==> config.mk <==
export PLATFORM = sky130hd
export DESIGN_NAME = sync_fifo_param
export DESIGN_NICKNAME = d
export VERILOG_FILES = /design/src/rtl/sync_fifo_param.sv
export SDC_FILE = /design/constraint.sdc
export NUM_CORES = 1
export LEC_CHECK = 0
export ABC_AREA = 1
export ABC_CLOCK_PERIOD_IN_PS = 4800
export CAP_MARGIN = 15
export CORE_MARGIN = 1
export CORE_UTILIZATION = 60
export DETAILED_ROUTE_END_ITERATION = 16
export PLACE_DENSITY = 0.79
export SYNTH_ARGS = -nofsm -noshare
export SYNTH_HDL_FRONTEND = slang
export SYNTH_SLANG_ARGS = --single-unit
export TNS_END_PERCENT = 20
==> constraint.sdc <==
create_clock -name clock -period 4.8 [get_ports clock]
set_input_delay 0.96 -clock clock [delete_from_list [all_inputs] [get_ports clock]]
set_output_delay 0.96 -clock clock [all_outputs]
set_load 0.02 [all_outputs]
==> src/rtl/sync_fifo_param.sv <==
// -----------------------------------------------------------------------------
// sync_fifo_param
// Parametrised single-clock FIFO with a fill-level count, programmable
// almost-full / almost-empty thresholds, one-cycle overflow / underflow
// pulses and a read-data valid strobe. Read latency is one cycle. When the
// FIFO is full, a simultaneous read and write both complete.
//
// Ports:
//   clock        rising-edge clock
//   reset        asynchronous, active-low reset
//   wr_en        write request
//   rd_en        read request
//   data_in      write data (WIDTH)
//   data_out     registered read data (WIDTH)
//   data_valid   data_out was loaded by a read on the last edge
//   full         count == DEPTH
//   empty        count == 0
//   almost_full  count >= AF_LEVEL
//   almost_empty count <= AE_LEVEL
//   count        stored words, 0..DEPTH (ADDR+1)
//   overflow     one-cycle pulse: a write was rejected
//   underflow    one-cycle pulse: a read was rejected
// -----------------------------------------------------------------------------
module sync_fifo_param #(
   parameter int WIDTH    = 8,
   parameter int DEPTH    = 16,
   parameter int ADDR     = 4,
   parameter int AF_LEVEL = 14,
   parameter int AE_LEVEL = 2
) (
   input  logic             clock,
   input  logic             reset,
   input  logic             wr_en,
   input  logic             rd_en,
   input  logic [WIDTH-1:0] data_in,
   output logic [WIDTH-1:0] data_out,
   output logic             data_valid,
   output logic             full,
   output logic             empty,
   output logic             almost_full,
   output logic             almost_empty,
   output logic [ADDR:0]    count,
   output logic             overflow,
   output logic             underflow
);

   // Parameter sanity checks, evaluated at elaboration time.
   if (DEPTH != (2 ** ADDR)) begin : g_chk_depth
      $error("sync_fifo_param: DEPTH must equal 2**ADDR");
   end
   if (!((AE_LEVEL > 0) && (AE_LEVEL < AF_LEVEL) && (AF_LEVEL < DEPTH))) begin : g_chk_levels
      $error("sync_fifo_param: require 0 < AE_LEVEL < AF_LEVEL < DEPTH");
   end

   localparam logic [ADDR:0]   DEPTH_C   = (ADDR + 1)'(DEPTH);
   localparam logic [ADDR:0]   AF_C      = (ADDR + 1)'(AF_LEVEL);
   localparam logic [ADDR:0]   AE_C      = (ADDR + 1)'(AE_LEVEL);
   localparam logic [ADDR:0]   CNT_ONE_C = (ADDR + 1)'(1);
   localparam logic [ADDR:0]   CNT_ZERO_C = (ADDR + 1)'(0);
   localparam logic [ADDR-1:0] PTR_ONE_C = ADDR'(1);

   logic [WIDTH-1:0] mem_r [DEPTH];
   logic [ADDR-1:0]  wr_ptr_r;
   logic [ADDR-1:0]  rd_ptr_r;
   logic [ADDR:0]    count_r;
   logic [WIDTH-1:0] data_out_r;
   logic             data_valid_r;
   logic             full_r;
   logic             empty_r;
   logic             almost_full_r;
   logic             almost_empty_r;
   logic             overflow_r;
   logic             underflow_r;

   logic             rd_acc_s;
   logic             wr_acc_s;
   logic [ADDR:0]    count_nxt_s;

   // Accept decisions and next fill level; flags are derived from the next
   // level so they move on the same edge as count.
   always_comb begin
      rd_acc_s    = 1'b0;
      wr_acc_s    = 1'b0;
      count_nxt_s = count_r;
      rd_acc_s = rd_en && !empty_r;
      // A read on the same edge frees a slot, so a write into a full FIFO
      // still succeeds.
      wr_acc_s = wr_en && (!full_r || rd_acc_s);
      if (wr_acc_s && !rd_acc_s) begin
         count_nxt_s = count_r + CNT_ONE_C;
      end else if (rd_acc_s && !wr_acc_s) begin
         count_nxt_s = count_r - CNT_ONE_C;
      end else begin
         count_nxt_s = count_r;
      end
   end

   // Storage array; deliberately not reset.
   always_ff @(posedge clock) begin
      if (wr_acc_s) begin
         mem_r[wr_ptr_r] <= data_in;
      end
   end

   // Pointers, count, read data and all registered flags.
   always_ff @(posedge clock or negedge reset) begin
      if (!reset) begin
         wr_ptr_r       <= '0;
         rd_ptr_r       <= '0;
         count_r        <= '0;
         data_out_r     <= '0;
         data_valid_r   <= 1'b0;
         full_r         <= 1'b0;
         empty_r        <= 1'b1;
         almost_full_r  <= 1'b0;
         almost_empty_r <= 1'b1;
         overflow_r     <= 1'b0;
         underflow_r    <= 1'b0;
      end else begin
         if (wr_acc_s) begin
            wr_ptr_r <= wr_ptr_r + PTR_ONE_C;
         end
         if (rd_acc_s) begin
            rd_ptr_r   <= rd_ptr_r + PTR_ONE_C;
            data_out_r <= mem_r[rd_ptr_r];
         end
         data_valid_r   <= rd_acc_s;
         count_r        <= count_nxt_s;
         full_r         <= (count_nxt_s == DEPTH_C);
         empty_r        <= (count_nxt_s == CNT_ZERO_C);
         almost_full_r  <= (count_nxt_s >= AF_C);
         almost_empty_r <= (count_nxt_s <= AE_C);
         overflow_r     <= wr_en && !wr_acc_s;
         underflow_r    <= rd_en && !rd_acc_s;
      end
   end

   assign data_out     = data_out_r;
   assign data_valid   = data_valid_r;
   assign full         = full_r;
   assign empty        = empty_r;
   assign almost_full  = almost_full_r;
   assign almost_empty = almost_empty_r;
   assign count        = count_r;
   assign overflow     = overflow_r;
   assign underflow    = underflow_r;

endmodule

==> summary.txt, run 1 <==
Setup path
  • Reg2Reg Depth: 8
  • Setup slack, reg-to-reg: 2540 ps
  • CP Class: in -> reg
  • Slowest-stage cell, CP: clkdlybuf4s50_1
  • CP Max Fanout: 13
  • CP startpoint kind: input port
  • Crit path arrival time: 2820 ps
  • Required time worst endpoint: 4850 ps
  • Worst stage delay on the critical path: 590 ps
  • Crit-path cells: clkdlybuf4s50_1, nand2_4, a21oi_4, nand2_1, nor2_1
  • Crit. End Element: register
  • Reg2reg end: data_out[5]$_DFFE_PN0P_
  • Worst R2R Start: rd_ptr_r[0]$_DFFE_PN0P_

Place
  • Setup WS pre-CTS: 1600 ps
  • PortBufs: 31
  • Dpl cells: 784
  • Routability cong.: 0.885
  • Post-detail-place hpwl: 9440 um
  • Instance area at placement: 7130 um^2

GRT
  • Vias in the first global route: 4425
  • Grt ovf: 0
  • First-pass GRT wire length: 22800 um
  • Largest net degree at the start of global routing: 52
  • Initial antenna violation count: 0
  • Gr usage total: 27.6%

Synth
  • Synth Area in Adders: 1.29%
  • Main combinational cell family by area after synthesis: simple AND/OR/NAND/NOR gates
  • Post-synthesis sequential area ratio: 67.0%
  • Synth area leader: edfxtp_1
  • Post-synth top area share: 56.6%
  • Post-synthesis mux area share: 0%
  • Main synth FF type: edfxtp_1
  • Synthesized cell area: 6790 um^2
  • Synth Area in Compound Gates: 3.34%
  • Gate Count Post-Synth: 637
  • Yosys cell types: 28
  • Top post-synthesis cells by area: edfxtp_1 57%, nand2_1 12%, dfrtp_1 9.6%, nand3_1 3.8%, inv_1 3.5%
  • Syn Nets: 656
  • Synth Area in Simple Gates: 20.7%
  • Fraction of registers with async set/reset: 17.9%
  • Ys Warns: 0
  • Number of flops mapped to enable cells by yosys: 128
  • Xor/xnor share of the synthesized area: 1.16%
  • Synth Register Bits: 156
  • Synthesized area per cell: 10.7 um^2

Clock tree
  • Root buffer cell: clkbuf_16
  • CTS resizes: 0
  • Max Buffers Root-to-Sink: 2
  • Post-CTS Setup Inserts: 0
  • Worst skew pair latency: 420 ps
  • CTS Sinks: 156
  • Hold_buf cts: 0
  • CTS tree: done
  • Htree depth: 4
  • Worst-path clk slew: 60 ps
  • CTS Buf Count: 17

Timing
  • Period Utilization, post-route: 57.7%
  • Skew final: 9.63 ps
  • Slew margin rel.: 41.6%
  • Final setup margin: 2030 ps
  • FMAX: 361 MHz
  • RSZ-0062 raised after global routing: no
  • Worst Max-Slew Pin Slew: 873 ps
  • Final setup fails: 0
  • Max Slew Vio Count: 0
  • Setup TNS: 0 ps
  • Hold WS: 484 ps
  • Final Hold Fails: 0
  • Final worst path period need: 2770 ps

Routing
  • Pre-Repair DR Iteration Count: 6
  • Via count: 4572
  • Vias per inst: 5.60
  • Wire per inst: 18.0 um
  • Post-DRT Antenna Nets: 0
  • 1st-iter DRT viols: 379
  • Drt total wl: 14700 um
  • Remaining DRCs: 0

Layout
  • Fin area: 7700 um^2
  • Filler instances: 771
  • Layout cells sized above 1: 8.14%
  • Diodes inserted: 0
  • Final std cells w/o fill: 816
  • Layout Nets: 682
  • Layout area overhead: 13.5%
  • Final Util: 70.4%

Pwr
  • Power Density: 605 nW/um^2
  • Worst VDD drop: 0.357 mV
  • Leak: 3.16 nW
  • Tot Pwr: 4.66 mW

Floorplanning
  • Ports: 32
  • Die Height: 108 um
  • Die width: 108 um
  • Die area: 11700 um^2
  • Starting Density: 62.0%
  • Num rows: 38
  • Core area: 10900 um^2

Hold path
  • Hold endpoint: data_out[1]$_DFFE_PN0P_
  • WHS Path Cells: 2
  • Worst Hold Class: reg -> reg
  • Worst Hold Launch: data_out[1]$_DFFE_PN0P_

Flow run
  • Total of max-cap violations: 0

Run status
  • Status: completed
## synthesized netlist by cell type, types with 2 or more instances
cell,n
nand4_1,2
a21oi_1,8
or2_1,8
nor3_1,18
nand3_2,2
nor2_1,31
o211ai_1,16
inv_1,63
nand2_1,211
dfstp_2,2
xor2_1,8
buf_2,17
o21ai_0,10
ha_1,7
buf_6,6
nand3_1,51
inv_2,9
edfxtp_1,128
buf_1,2
dfrtp_1,26
nand2_2,4
clkbuf_1,2
## logic make-up (layout without fill, tap and decap cells)
kind of cell,count (synthesis),in the layout
AOI/OAI and AO/OA,35,35
adders and majority gates,7,7
and+or+nand+nor,331,331
xor gates and xnor gates,9,9
DFF,156,156
buffers and inverters,99,138
## per-layer routing
metal | vias to the layer above | GRT usage, % | part of all wire (%)
met5 | - | 0 | 0
met2 | 210 | 45.3 | 49
met1 | 2180 | 35.9 | 41
li1 | 2146 | - | -
met3 | 36 | 5.36 | 7.8
met4 | 0 | 12.7 | 2.8
## registers in the layout, summed over array words and instances, names as in the netlist
signal and count:
data_out 8, mem_r 128, almost_empty 1, almost_full 1, empty 1, overflow 1
rd_ptr_r 4, underflow 1, data_valid 1, wr_ptr_r 4, count 5, full 1
## critical path, delay by kind of cell
family          cells  cell delay (ps)
simple gates        3             1000
buf+inv             1              590
compound gates      1              270
## worst max path at each step
stage                      from                      to  depth (start not counted)
after CTS                 rd_en  mem_r[15][7]$_DFFE_PP_                          5
after floorplan           rd_en  mem_r[11][0]$_DFFE_PP_                          4
after detailed placement  rd_en   mem_r[5][1]$_DFFE_PP_                          5
after global routing      rd_en   mem_r[4][0]$_DFFE_PP_                          5
after global placement    rd_en  mem_r[15][3]$_DFFE_PP_                          5
final                     rd_en   mem_r[1][3]$_DFFE_PP_                          5
## power breakdown
group | internal [mW] | switching (mW) | total [mW]
logic | 0.501 | 1.01 | 1.51
registers | 1.68 | 0.192 | 1.87
clock network | 0.775 | 0.502 | 1.28
## area by class of cell
class | instances | area (um^2) | share of cell area (%)
timing repair buffer | 34 | 333 | 4.32
multi-input combinational | 382 | 1800 | 23.4
clock inverter | 11 | 121 | 1.58
tap | 140 | 175 | 2.28
sequential | 156 | 4550 | 59.1
inverter | 72 | 270 | 3.51
clock buffer | 21 | 450 | 5.85
## layout by cell type (no fill, tap or decap), types with 7 or more instances in the layout
| cell | Yosys | final |
|---|---|---|
| dfrtp_1 | 26 | 25 |
| edfxtp_1 | 128 | 128 |
| or2_1 | 8 | 8 |
| o21ai_0 | 10 | 10 |
| inv_1 | 63 | 63 |
| ha_1 | 7 | 7 |
| nor2_1 | 31 | 31 |
| nand2_1 | 211 | 211 |
| nand3_1 | 51 | 51 |
| clkbuf_16 | 0 | 17 |
| xor2_1 | 8 | 8 |
| nor3_1 | 18 | 18 |
| a21oi_1 | 8 | 8 |
| clkdlybuf4s50_1 | 0 | 31 |
| inv_2 | 9 | 9 |
| o211ai_1 | 16 | 16 |
Power figures use the tool's default switching activity.
==> run 2: changes to the inputs <==
--- a/config.mk
+++ b/config.mk
@@ -6,7 +6,7 @@
 export NUM_CORES = 1
 export LEC_CHECK = 0
 export ABC_AREA = 1
-export ABC_CLOCK_PERIOD_IN_PS = 4800
+export ABC_CLOCK_PERIOD_IN_PS = 2700
 export CAP_MARGIN = 15
 export CORE_MARGIN = 1
 export CORE_UTILIZATION = 60
==> constraint.sdc (replaced) <==
create_clock -name clock -period 2.7 [get_ports clock]
set_input_delay 0.54 -clock clock [delete_from_list [all_inputs] [get_ports clock]]
set_output_delay 0.54 -clock clock [all_outputs]
set_load 0.02 [all_outputs]
==> summary.txt, run 2 (synthesized netlist as in run 1, its figures left out) <==
Clock tree
  • Post-CTS Setup Inserts: 0 (unchanged)
  • Htree depth: 4 (unchanged)
  • CTS resizes: 0 (unchanged)
  • CTS Buf Count: 17 (unchanged)
  • Max Buffers Root-to-Sink: 2 (unchanged)
  • CTS tree: done (unchanged)
  • Hold_buf cts: 0 (unchanged)
  • Worst-path clk slew: 60 ps (about the same)
  • CTS Sinks: 156 (unchanged)
  • Root buffer cell: clkbuf_16 (unchanged)
  • Worst skew pair latency: 420 ps (about the same)

Timing
  • Final worst path period need: 2210 ps
  • Setup TNS: 0 ps (unchanged)
  • Worst Max-Slew Pin Slew: 813 ps (was 873 ps)
  • Slew margin rel.: 45.6% (was 41.6%)
  • Final setup fails: 0 (unchanged)
  • Final Hold Fails: 0 (unchanged)
  • FMAX: 453 MHz
  • Period Utilization, post-route: 81.7%
  • Skew final: 9.91 ps (was 9.63 ps)
  • Max Slew Vio Count: 0 (unchanged)
  • RSZ-0062 raised after global routing: no (unchanged)

GRT
  • Grt met1 use: 37.8% (was 35.9%)
  • Gr busiest metal: met2 (unchanged)
  • Vias in the first global route: 4466 (was 4425)
  • Grt met2 use: 45.3% (unchanged)
  • Initial antenna violation count: 0 (unchanged)
  • Gr usage total: 28.4% (was 27.6%)
  • Largest net degree at the start of global routing: 49 (was 52)
  • First-pass GRT wire length: 23500 um (was 22800 um)
  • Grt ovf: 0 (unchanged)
  • M3 GR Usage: 5.67% (was 5.36%)

Pwr
  • Leak: 3.31 nW (was 3.16 nW)
  • Worst VDD drop: 0.741 mV (was 0.357 mV)
  • Power Density: 1070 nW/um^2 (was 605 nW/um^2)
  • Clock power frac: 28.2% (was 27.4%)
  • Net load switching power: 3.05 mW (was 1.71 mW)
  • Switching Share: 36.0% (was 36.6%)
  • Seq pwr share: 38.9% (was 40.1%)
  • Comb pwr share: 32.9% (was 32.5%)
  • P_int: 5.42 mW (was 2.96 mW)

Routing
  • Pre-Repair DR Iteration Count: 5 (was 6)
  • Post-DRT Antenna Nets: 0 (unchanged)
  • Remaining DRCs: 0 (unchanged)
  • 1st-iter DRT viols: 387 (was 379)
  • Vias per inst: 5.52 (was 5.60)
  • Drt total wl: 14900 um (was 14700 um)
  • Via count: 4628 (was 4572)
  • Wire per inst: 17.7 um (was 18.0 um)

Layout
  • Final std cells w/o fill: 838 (was 816)
  • Most frequent cells in the layout: 211 x nand2_1, 128 x edfxtp_1, 63 x inv_1 (unchanged)
  • Layout cells sized above 1: 11.0% (was 8.14%)
  • Layout Nets: 704 (was 682)
  • Number of flip-flops under the largest register name: 128 (unchanged)
  • Final Util: 72.3% (was 70.4%)
  • Biggest register: mem_r (unchanged)
  • Diodes inserted: 0 (unchanged)
  • Layout area overhead: 16.5% (was 13.5%)
  • Most common cell after layout, fill and taps aside: nand2_1 (unchanged)

Hold path
  • WHS Path Cells: 2 (unchanged)
  • Worst Hold Class: reg -> reg (unchanged)

Setup path
  • Reg2Reg Depth: 7 (was 8)
  • Slowest-stage cell, CP: clkdlybuf4s50_1 (unchanged)
  • CP top delay family: buffers and inverters (was simple AND/OR/NAND/NOR gates)
  • Bufs and invs on worst path: 1 (unchanged)
  • Required time worst endpoint: 2160 ps (was 4850 ps)
  • CP startpoint kind: register (was input port)
  • Critical path depth: 1 (was 5)
  • Crit. End Element: output port (was register)
  • Worst stage delay on the critical path: 630 ps (was 590 ps)
  • Crit-path cells: clkdlybuf4s50_1 (was clkdlybuf4s50_1, nand2_4, a21oi_4, nand2_1, nor2_1)
  • CP Max Fanout: 4 (was 13)
  • CP Class: reg -> out (was in -> reg)
  • Crit path arrival time: 1670 ps (was 2820 ps)

Floorplanning
  • Die area: 11700 um^2 (unchanged)
  • Ports: 32 (unchanged)
  • Starting Density: 62.0% (unchanged)
  • Num rows: 38 (unchanged)
  • Die width: 108 um (unchanged)
  • Core area: 10900 um^2 (unchanged)
  • Die Height: 108 um (unchanged)

Run status
  • Status: completed (unchanged)

Place
  • Routability cong.: 0.886 (was 0.885)
  • PortBufs: 31 (unchanged)
  • Post-detail-place hpwl: 9840 um (was 9440 um)
  • Dpl cells: 806 (was 784)

Flow run
  • Total of max-cap violations: 0 (unchanged)
==> run 2: changes by cell type in the layout (fill, tap and decap cells not counted), sizes merged <==
| cell | previous run | this run |
|---|---|---|
| bufinv | 2 | 1 |
| buf | 3 | 25 |
| clkinvlp | 5 | 1 |
| clkbuf | 21 | 25 |
| inv | 72 | 73 |
==> run 2: path summary, 6_finish.rpt <==
check                                   startpoint                 endpoint  slack, ps
hold / removal             data_out[1]$_DFFE_PN0P_  data_out[1]$_DFFE_PN0P_        490
hold reg to reg            data_out[1]$_DFFE_PN0P_  data_out[1]$_DFFE_PN0P_        490
min in group asynchronous                    reset  data_out[1]$_DFFE_PN0P_        500
setup reg to reg           rd_ptr_r[1]$_DFFE_PN0P_  data_out[6]$_DFFE_PN0P_        710
max in group asynchronous                    reset          empty$_DFF_PN1_       1880
setup / recovery                   empty$_DFF_PN1_                    empty        490
==> run 2: worst register-to-register path, cell delays in order, from the launching register on <==
cell and delay, ps:
dfrtp_1 700, inv_2 420, nor3_1 300, nor3_1 80, nand2_1 80, nand3_1 120
nand3_1 120, nand2_1 60
==> run 2: area by class of cell <==
type	instances	area (um^2)
clock buffer	25	539
clock inverter	7	73.8
fill	767	3030
inverter	72	270
multi-input combinational	382	1800
sequential	156	4550
tap	140	175
timing repair buffer	56	498
==> run 2: through the flow <==
step / hold WS [ps] / setup slack [ps] / cell area, um^2 / power [mW]
after floorplan: 244 / 988 / 6790 / 5.24
after detailed placement: 473 / 230 / 7290 / 6.07
after global routing: 515 / 469 / 7910 / 8.97
after CTS: 488 / 493 / 7910 / 8.47
final: 487 / 493 / 7910 / 8.47
after global placement: 471 / 282 / 7290 / 5.96
==> run 2: power groups by stage <==
stage	registers (mW)	clock network [mW]	logic, mW
finish	3.29	2.39	2.79
global route	3.33	2.51	3.13
CTS	3.29	2.41	2.77
detailed placement	3.33	0	2.74
global placement	3.31	0	2.65
floorplan	3.30	0	1.93
==> run 2: layer usage <==
layer / routed length (um) / vias to the layer above
met5: 0 / -
met4: 437 / 0
met3: 1150 / 34
met2: 7260 / 182
met1: 6000 / 2213
li1: - / 2199
